--- src/rtl/pc_sequencer.sv ---
// Program-counter controller: IDLE/RUN/DONE/FAULT flow, relative jump/branch via offset LUT.
// Optional performance counters are enabled by defining PC_SEQ_PERF_CNT_EN.
module pc_sequencer #(
  parameter int PC_W     = 10,
  parameter int PROG_LEN = 1023
) (
  input  logic            CLK,
  input  logic            reset,
  input  logic            start,
  input  logic [PC_W-1:0] start_addr,
  input  logic            halt_req,
  input  logic            stall,
  input  logic            jmp_en,
  input  logic            brz_en,
  input  logic            zero_flag,
  input  logic [4:0]      lut_sel,
  output logic [4:0]      lut_ptr,
  input  logic [7:0]      lut_dout,
  output logic [PC_W-1:0] pc,
  output logic            fetch_en,
  output logic            busy,
  output logic            done,
  output logic            fault
`ifdef PC_SEQ_PERF_CNT_EN
  ,
  output logic [15:0]     instr_cnt,
  output logic [15:0]     taken_cnt
`endif
);

  localparam int W1 = PC_W + 1;
  localparam logic [PC_W:0] LIM = W1'(PROG_LEN);

  typedef enum logic [1:0] {IDLE, RUN, DONE, FAULT} state_t;

  state_t            state, state_nxt;
  logic [PC_W-1:0]   pc_nxt;
  logic              taken;
  logic signed [PC_W:0] off, sum;
  logic              sum_bad, start_bad;

  // Sum is one bit wider than pc so negative and overflowing targets are both visible.
  always_comb begin
    taken     = jmp_en | (brz_en & zero_flag);
    off       = taken ? $signed({{(W1-8){lut_dout[7]}}, lut_dout}) : $signed(W1'(1));
    sum       = $signed({1'b0, pc}) + off;
    sum_bad   = sum[PC_W] | ($unsigned(sum) >= LIM);
    start_bad = ({1'b0, start_addr} >= LIM);
  end

  always_comb begin
    state_nxt = state;
    pc_nxt    = pc;
    case (state)
      RUN: begin
        if (!stall) begin
          if (halt_req)     state_nxt = DONE;
          else if (sum_bad) state_nxt = FAULT;
          else              pc_nxt    = sum[PC_W-1:0];
        end
      end
      default: begin
        if (start) begin
          if (start_bad) begin
            state_nxt = FAULT;
            pc_nxt    = '0;
          end else begin
            state_nxt = RUN;
            pc_nxt    = start_addr;
          end
        end
      end
    endcase
  end

  always_ff @(posedge CLK) begin
    if (reset) begin
      state <= IDLE;
      pc    <= '0;
    end else begin
      state <= state_nxt;
      pc    <= pc_nxt;
    end
  end

  always_comb begin
    busy     = (state == RUN);
    fetch_en = busy & ~stall;
    done     = (state == DONE) | (state == FAULT);
    fault    = (state == FAULT);
    lut_ptr  = (busy & (jmp_en | brz_en)) ? lut_sel : 5'd0;
  end

`ifdef PC_SEQ_PERF_CNT_EN
  logic start_acc;
  assign start_acc = start & (state != RUN);

  always_ff @(posedge CLK) begin
    if (reset || start_acc) begin
      instr_cnt <= '0;
      taken_cnt <= '0;
    end else begin
      if (fetch_en && instr_cnt != 16'hFFFF)
        instr_cnt <= instr_cnt + 16'd1;
      if (fetch_en && !halt_req && taken && taken_cnt != 16'hFFFF)
        taken_cnt <= taken_cnt + 16'd1;
    end
  end
`endif

endmodule

--- config.mk ---
export PLATFORM = sky130hd
export DESIGN_NAME = pc_sequencer
export DESIGN_NICKNAME = d
export VERILOG_FILES = /design/src/rtl/pc_sequencer.sv
export SDC_FILE = /design/constraint.sdc
export NUM_CORES = 1
export LEC_CHECK = 0
export BUFFER_PORTS_ARGS = -buffer_cell sky130_fd_sc_hd__buf_4
export CAP_MARGIN = 10
export CORE_MARGIN = 2
export CORE_UTILIZATION = 51
export CTS_CLUSTER_DIAMETER = 50
export DETAILED_ROUTE_END_ITERATION = 12
export GPL_ROUTABILITY_DRIVEN = 0
export GPL_TIMING_DRIVEN = 0
export PLACE_DENSITY = 0.83
export SYNTH_ARGS = -nofsm -noshare
export SYNTH_HDL_FRONTEND = slang
export SYNTH_SLANG_ARGS = --single-unit
--- constraint.sdc ---
create_clock -name CLK -period 3.27 [get_ports CLK]
set_clock_uncertainty 0.1 [all_clocks]
set_input_delay 0 -clock CLK [delete_from_list [all_inputs] [get_ports CLK]]
set_output_delay 0 -clock CLK [all_outputs]
set_load 0.01 [all_outputs]
==> results of run 1 <==
## per-stage QoR
stage / util / total power (W) / worst slack, ps / instances
detailed placement: 0.686 / 0.000469 / 247 / 283
global route: 0.701 / 0.000606 / 173 / 288
CTS: 0.701 / 0.000563 / 451 / 288
floorplan: - / 0.000366 / 766 / 204
finish: 0.701 / 0.000568 / 390 / 288
global placement: 0.686 / 0.000463 / 303 / 283
## cells in the final DEF, fill, tap and decap left out, types with 3 or more instances in the layout
| cell type | synthesis | routed |
|---|---|---|
| a2111o_1 | 5 | 5 |
| a21oi_1 | 8 | 8 |
| a22oi_1 | 4 | 4 |
| a2bb2oi_1 | 7 | 7 |
| a31oi_1 | 6 | 6 |
| and2_1 | 9 | 9 |
| and3_1 | 3 | 3 |
| buf_4 | 0 | 48 |
| clkbuf_1 | 9 | 9 |
| clkbuf_4 | 0 | 3 |
| dfxtp_1 | 12 | 12 |
| ha_1 | 10 | 10 |
| inv_1 | 8 | 8 |
| nand2_1 | 9 | 9 |
| nand2b_1 | 3 | 3 |
| nand3_1 | 25 | 25 |
| nand4_1 | 4 | 4 |
| nor2_1 | 14 | 14 |
| nor2b_1 | 6 | 6 |
| nor3_1 | 5 | 5 |
| nor3b_1 | 10 | 10 |
| o2111ai_1 | 4 | 4 |
| o21ai_0 | 3 | 3 |
| or3_1 | 3 | 3 |
| xnor2_1 | 6 | 6 |
## what timing repair did
item	4_1_cts	5_1_grt
hold buffers	2	0
resized for setup	0	0
endpoints found under the hold margin	2	0
endpoints found under the setup margin	0	0
setup buffers	0	0
## kinds of logic after synthesis
kind of cell / synth area share
flip-flops: 0.158
AO/OA/AOI/OAI: 0.266
adder cells (fa/ha/maj): 0.0952
XOR/XNOR: 0.0402
AND/OR/NAND/NOR: 0.375
buffers and inverters: 0.0657
## registers in the layout, summed over array words and instances, names as in the netlist
| name | cells |
|---|---|
| pc | 10 |
| state | 2 |
## final timing paths
kind                            endpoint  slack (ps)     startpoint  cells after the start
worst min register to register  state[1]         560       state[1]                      2
worst max-delay path               pc[4]         390          pc[0]                     12
worst min-delay path               pc[5]           7  start_addr[5]                      4
worst max register to register     pc[4]         390          pc[0]                     12
## area by class of cell
class / count / area (um^2) / share of cell area
multi-input cells: 170 / 1180 / 0.602
repair buffers: 50 / 380 / 0.194
flip-flops and latches: 12 / 240 / 0.122
plain buffers: 14 / 70.1 / 0.0356
well taps: 31 / 38.8 / 0.0197
inverters: 8 / 30.0 / 0.0153
clock buffers: 3 / 22.5 / 0.0115
## worst reg2reg max path, delay by kind of cell (launching register included)
kind | cells | cell delay [ps]
adders and majority gates | 2 | 630
buffers and inverters | 3 | 710
AOI/OAI and AO/OA | 3 | 440
and+or+nand+nor | 4 | 570
DFF | 1 | 380
## report_power, final
group,switching (W),internal [W]
logic,0.000156,0.000141
registers,0.0000149,0.000160
clock network,0.0000522,0.0000428
total,0.000223,0.000344
## routing by layer
metal  vias up  part of all wire  global-route usage
li1        881                 -                   -
met5         -                 0                   0
met4         0             0.023              0.0942
met1       822              0.46               0.383
met2        59              0.47               0.457
met3        11             0.044              0.0374
==> impl_metrics.toml, run 1 <==
[sta]
period_minus_slack_ps = 2880
finalCritPeriodShare = 0.881
final_hold_viol_count = 0
finalSetupViolCount = 0
tns_ps = 0
slew_headroom = 0.690
grt_setup_unrepaired = "no"
drv_slew = 0
tightest_slew_ps = 464
holdWs_ps = 7.07
fmax_ghz = 0.347

[synthesis]
synth-seq-cells = 12
synth_nets = 246
synth_cell_types = 48
ys_top_cells_by_area = "dfxtp_1, ha_1, nand3_1"
synth_area_mm2 = 0.00152
synth_flop_cell = "dfxtp_1"
yosysSeqAreaShare = 0.158
ys.warnings.count = 0
syn_area_per_cell_um2 = 7.47
synth_edf_count = 0
synth_common_cells = "nand3_1, nor2_1, dfxtp_1"
synthCells = 204
synth-async-reset-ratio = 0
synth_top_area_share = 0.158
synth_most_common_cell = "nand3_1"
synth_largest_area_cell = "dfxtp_1"

[worst_hold_path]
worstHoldPathType = "input pin to flip-flop"

[floorplanning]
die_w_um = 58.7
fp-row-count = 19
ios = 50
coreArea_mm2 = 0.00281
die_h_um = 58.7
die-area_mm2 = 0.00344
initial_core_util = 0.543

[setup_path]
path_delay_family = "buffers and inverters"
cp-start-kind = "flip-flop"
critPathMaxStageDelay_ps = 430
endpoint_kind = "flip-flop"
cp_slowest_cell = "fa_1"
cp_cell_sequence = "ha_1 > inv_1 > fa_1 > nor2b_4 > o2111ai_2 > nand4_1 > a21o_1 > and2_1 > clkbuf_1 > clkbuf_1 > a2bb2oi_1 > nand3_1"
path_max_fanout = 10
crit_type = "flip-flop to flip-flop"
crit_top_cell = "clkbuf_1"
crit_buf_inv = 3
cp.arrival_ps = 3010
required_ps = 3400

[routing]
detail_route.wl_per_cell_um = 15.7
dr.first_iter.drc_count = 110
drtPass1Iterations = 10
drt-vias-per-instance = 6.16
ant_nets = 0
drc = 2
vias = 1773
wl_mm = 4.53

[global_route]
grt_max_degree = 11
antenna_found_initial = 0
grt_pass1_vias = 1688
grt.total_usage = 0.281
grt_pass1_wl_mm = 7.49
grt_overflow = 0

[run_status]
status = "finished, violations left"
violations = "DRC"

[cts]
cts_tree = "done"
h-tree-depth = 1
cts_sinks = 12
clockBufferDepth = 2
clk_latency_ps = 280
cts_root_buffer = "clkbuf_4"
clkTransAtPathRegs_ps = 70
numCtsBuffers = 3

[place]
place_area_mm2 = 0.00192
dpl.hpwl_mm = 3.69
port_buffers = 48

[layout]
fillers = 259
drive_above_1_share = 0.245
final_cell_area_mm2 = 0.00197
areaGrowthSynthToFinish_pct = 29.0
diodes = 0
final_nets = 301

[job]
max-cap-violations = 0

[power]
p_leak_nw = 0.850
ir_worst_vdd_mv = 0.253
pwr_density_cell_mw_per_mm2 = 289
No activity file was read; power rests on OpenSTA's default activity.
==> run 2: changes to the inputs <==
==> config.mk (replaced) <==
export PLATFORM = sky130hd
export DESIGN_NAME = pc_sequencer
export DESIGN_NICKNAME = d
export VERILOG_FILES = /design/src/rtl/pc_sequencer.sv
export SDC_FILE = /design/constraint.sdc
export NUM_CORES = 1
export LEC_CHECK = 0
export CAP_MARGIN = 10
export CORE_MARGIN = 2
export CORE_UTILIZATION = 30
export CTS_BUF_LIST = sky130_fd_sc_hd__clkbuf_4
export CTS_CLUSTER_DIAMETER = 50
export DETAILED_ROUTE_END_ITERATION = 12
export DONT_BUFFER_PORTS = 1
export GPL_ROUTABILITY_DRIVEN = 0
export GPL_TIMING_DRIVEN = 0
export PLACE_DENSITY = 0.47
export SYNTH_ARGS = -nofsm -noshare
export SYNTH_HDL_FRONTEND = slang
export SYNTH_SLANG_ARGS = --single-unit
==> run 2 against run 1 <==
The run now ends clean. Combinational power shrank 17%. Wire length grew 6.7%. Register-to-register slack lost 110 ps. Final area shrank 10%. Via count shrank 8.5%. Final cell count is the same. Worst hold slack gained 15 ps. Critical endpoint is now pc[2]. Clock power grew 6%. Setup slack lost 110 ps. Sequential power grew 4%. Core utilization shrank 33 points. Maximum frequency shrank 3.6%.
==> impl_metrics.toml, run 2 (synthesis gave the netlist of run 1 again) <==
[setup_path]
crit_type = "flip-flop to flip-flop"
endpoint_kind = "flip-flop"
cp-start-kind = "flip-flop"
r2r_setup_slack_ps = 280
required_ps = 3390
rr_startpoint = "pc[0]"
ff2ff_path_depth = 12
cp.arrival_ps = 3110
path_max_fanout = 10
cp_cell_sequence = "ha_1 > inv_1 > fa_1 > nor2b_4 > o2111ai_2 > nand4_1 > a21o_1 > and2_1 > clkbuf_1 > clkbuf_1 > a2bb2oi_1 > nand3_1"
crit_top_cell = "clkbuf_1"
timing.rr.end = "pc[2]"
critPathMaxStageDelay_ps = 440
cp_slowest_cell = "clkbuf_1"

[floorplanning]
die-area_mm2 = 0.00567
initial_core_util = 0.316
die_w_um = 75.3
coreArea_mm2 = 0.00482
ios = 50
fp-row-count = 25
die_h_um = 75.3

[layout]
areaGrowthSynthToFinish_pct = 15.8
layout_common_cells = "nand3_1, nor2_1, dlygate4sd3_1"
layout_commonest_cell = "nand3_1"
largest_register = "pc"
top_regs = "pc: 10 flops, state: 2 flops"
largest_reg_flops = 10
fillers = 557
diodes = 0
drive_above_1_share = 0.0679
final_nets = 264

[sta]
tightest_slew_ps = 496
slew_headroom = 0.670
finalSetupViolCount = 0
final_hold_viol_count = 0
holdWs_ps = 22.0
grt_setup_unrepaired = "no"
tns_ps = 0
fmax_ghz = 0.335
drv_slew = 0
finalCritPeriodShare = 0.913
period_minus_slack_ps = 2990

[worst_hold_path]
hold_depth = 4
min_to = "pc[0]"
worstHoldPathType = "input pin to flip-flop"
min-delay-start = "start_addr[0]"

[cts]
clockBufferDepth = 2
cts_root_buffer = "clkbuf_4"
cts_sinks = 12
hold_buffers = 13
cts_tree = "done"
h-tree-depth = 1
clkTransAtPathRegs_ps = 80
ctsResizeCount = 0
cts_setup_buffers = 0
clk_latency_ps = 280
numCtsBuffers = 3

[global_route]
grt_pass1_wl_mm = 7.52
grt.total_usage = 0.178
grt_overflow = 0
grt_max_degree = 11
antenna_found_initial = 0
grt_pass1_vias = 1512

[routing]
detail_route.wl_per_cell_um = 16.8
wl_mm = 4.84
dr.first_iter.drc_count = 87
drt-vias-per-instance = 5.64
ant_nets = 0
drtPass1Iterations = 4
drc = 0
vias = 1623

[power]
ir_worst_vdd_mv = 0.135
p_leak_nw = 0.657
pwr_density_cell_mw_per_mm2 = 300

[place]
dpl.hpwl_mm = 3.78
port_buffers = 0

[job]
max-cap-violations = 0

[run_status]
status = "finished clean"
run 2: power by group:
group	leakage, nW	internal [W]	switching (W)
clock	0.0154	0.0000443	0.0000562
sequential	0.0988	0.000160	0.0000213
combinational	0.543	0.000108	0.000139
run 2: worst max-delay path by stage:
stage / start / end / slack, ps / depth (start not counted)
2_1_floorplan: pc[0] / pc[9] / 770 / 11
3_5_place_dp: zero_flag / pc[2] / 220 / 14
5_1_grt: pc[0] / pc[0] / 60 / 12
3_3_place_gp: zero_flag / pc[2] / 190 / 14
6_report: pc[0] / pc[2] / 280 / 12
4_1_cts: pc[0] / pc[2] / 300 / 12
run 2: final cells by class:
| class | count | area, um^2 | share of cell area |
|---|---|---|---|
| Timing Repair Buffer | 13 | 130 | 0.0738 |
| Sequential cell | 12 | 240 | 0.136 |
| Tap cell | 67 | 83.8 | 0.0475 |
| Clock inverter | 1 | 3.75 | 0.00213 |
| Multi-Input combinational cell | 170 | 1180 | 0.671 |
| Buffer | 14 | 70.1 | 0.0397 |
| Clock buffer | 3 | 22.5 | 0.0128 |
| Inverter | 8 | 30.0 | 0.0170 |
run 2: worst max-delay path: cells and delay by family (launching register included):
kind                     cells  cell delay, ps
AND/OR/NAND/NOR              4             590
flip-flops                   1             420
adder cells (fa/ha/maj)      2             640
AO/OA/AOI/OAI                3             420
buffers and inverters        3             740
run 2: stage by stage:
| stage | area, um^2 | worst slack, ps | cells | utilization | power [W] |
|---|---|---|---|---|---|
| after floorplan | 1520 | 766 | 204 | - | 0.000366 |
| after global placement | 1610 | 190 | 271 | 0.334 | 0.000419 |
| after detailed placement | 1610 | 217 | 271 | 0.334 | 0.000417 |
| after CTS | 1760 | 303 | 288 | 0.366 | 0.000534 |
| after global routing | 1760 | 58.0 | 288 | 0.366 | 0.000572 |
| final | 1760 | 283 | 288 | 0.366 | 0.000529 |
run 2: layer usage:
| metal | global-route usage | up-vias | share of wire | wire, um |
|---|---|---|---|---|
| met5 | 0 | - | 0 | 0 |
| met4 | 0.0175 | 0 | 0 | 0 |
| met3 | 0.0495 | 0 | 0.10 | 486 |
| met2 | 0.279 | 75 | 0.43 | 2080 |
| met1 | 0.253 | 741 | 0.47 | 2280 |
| li1 | - | 807 | - | - |
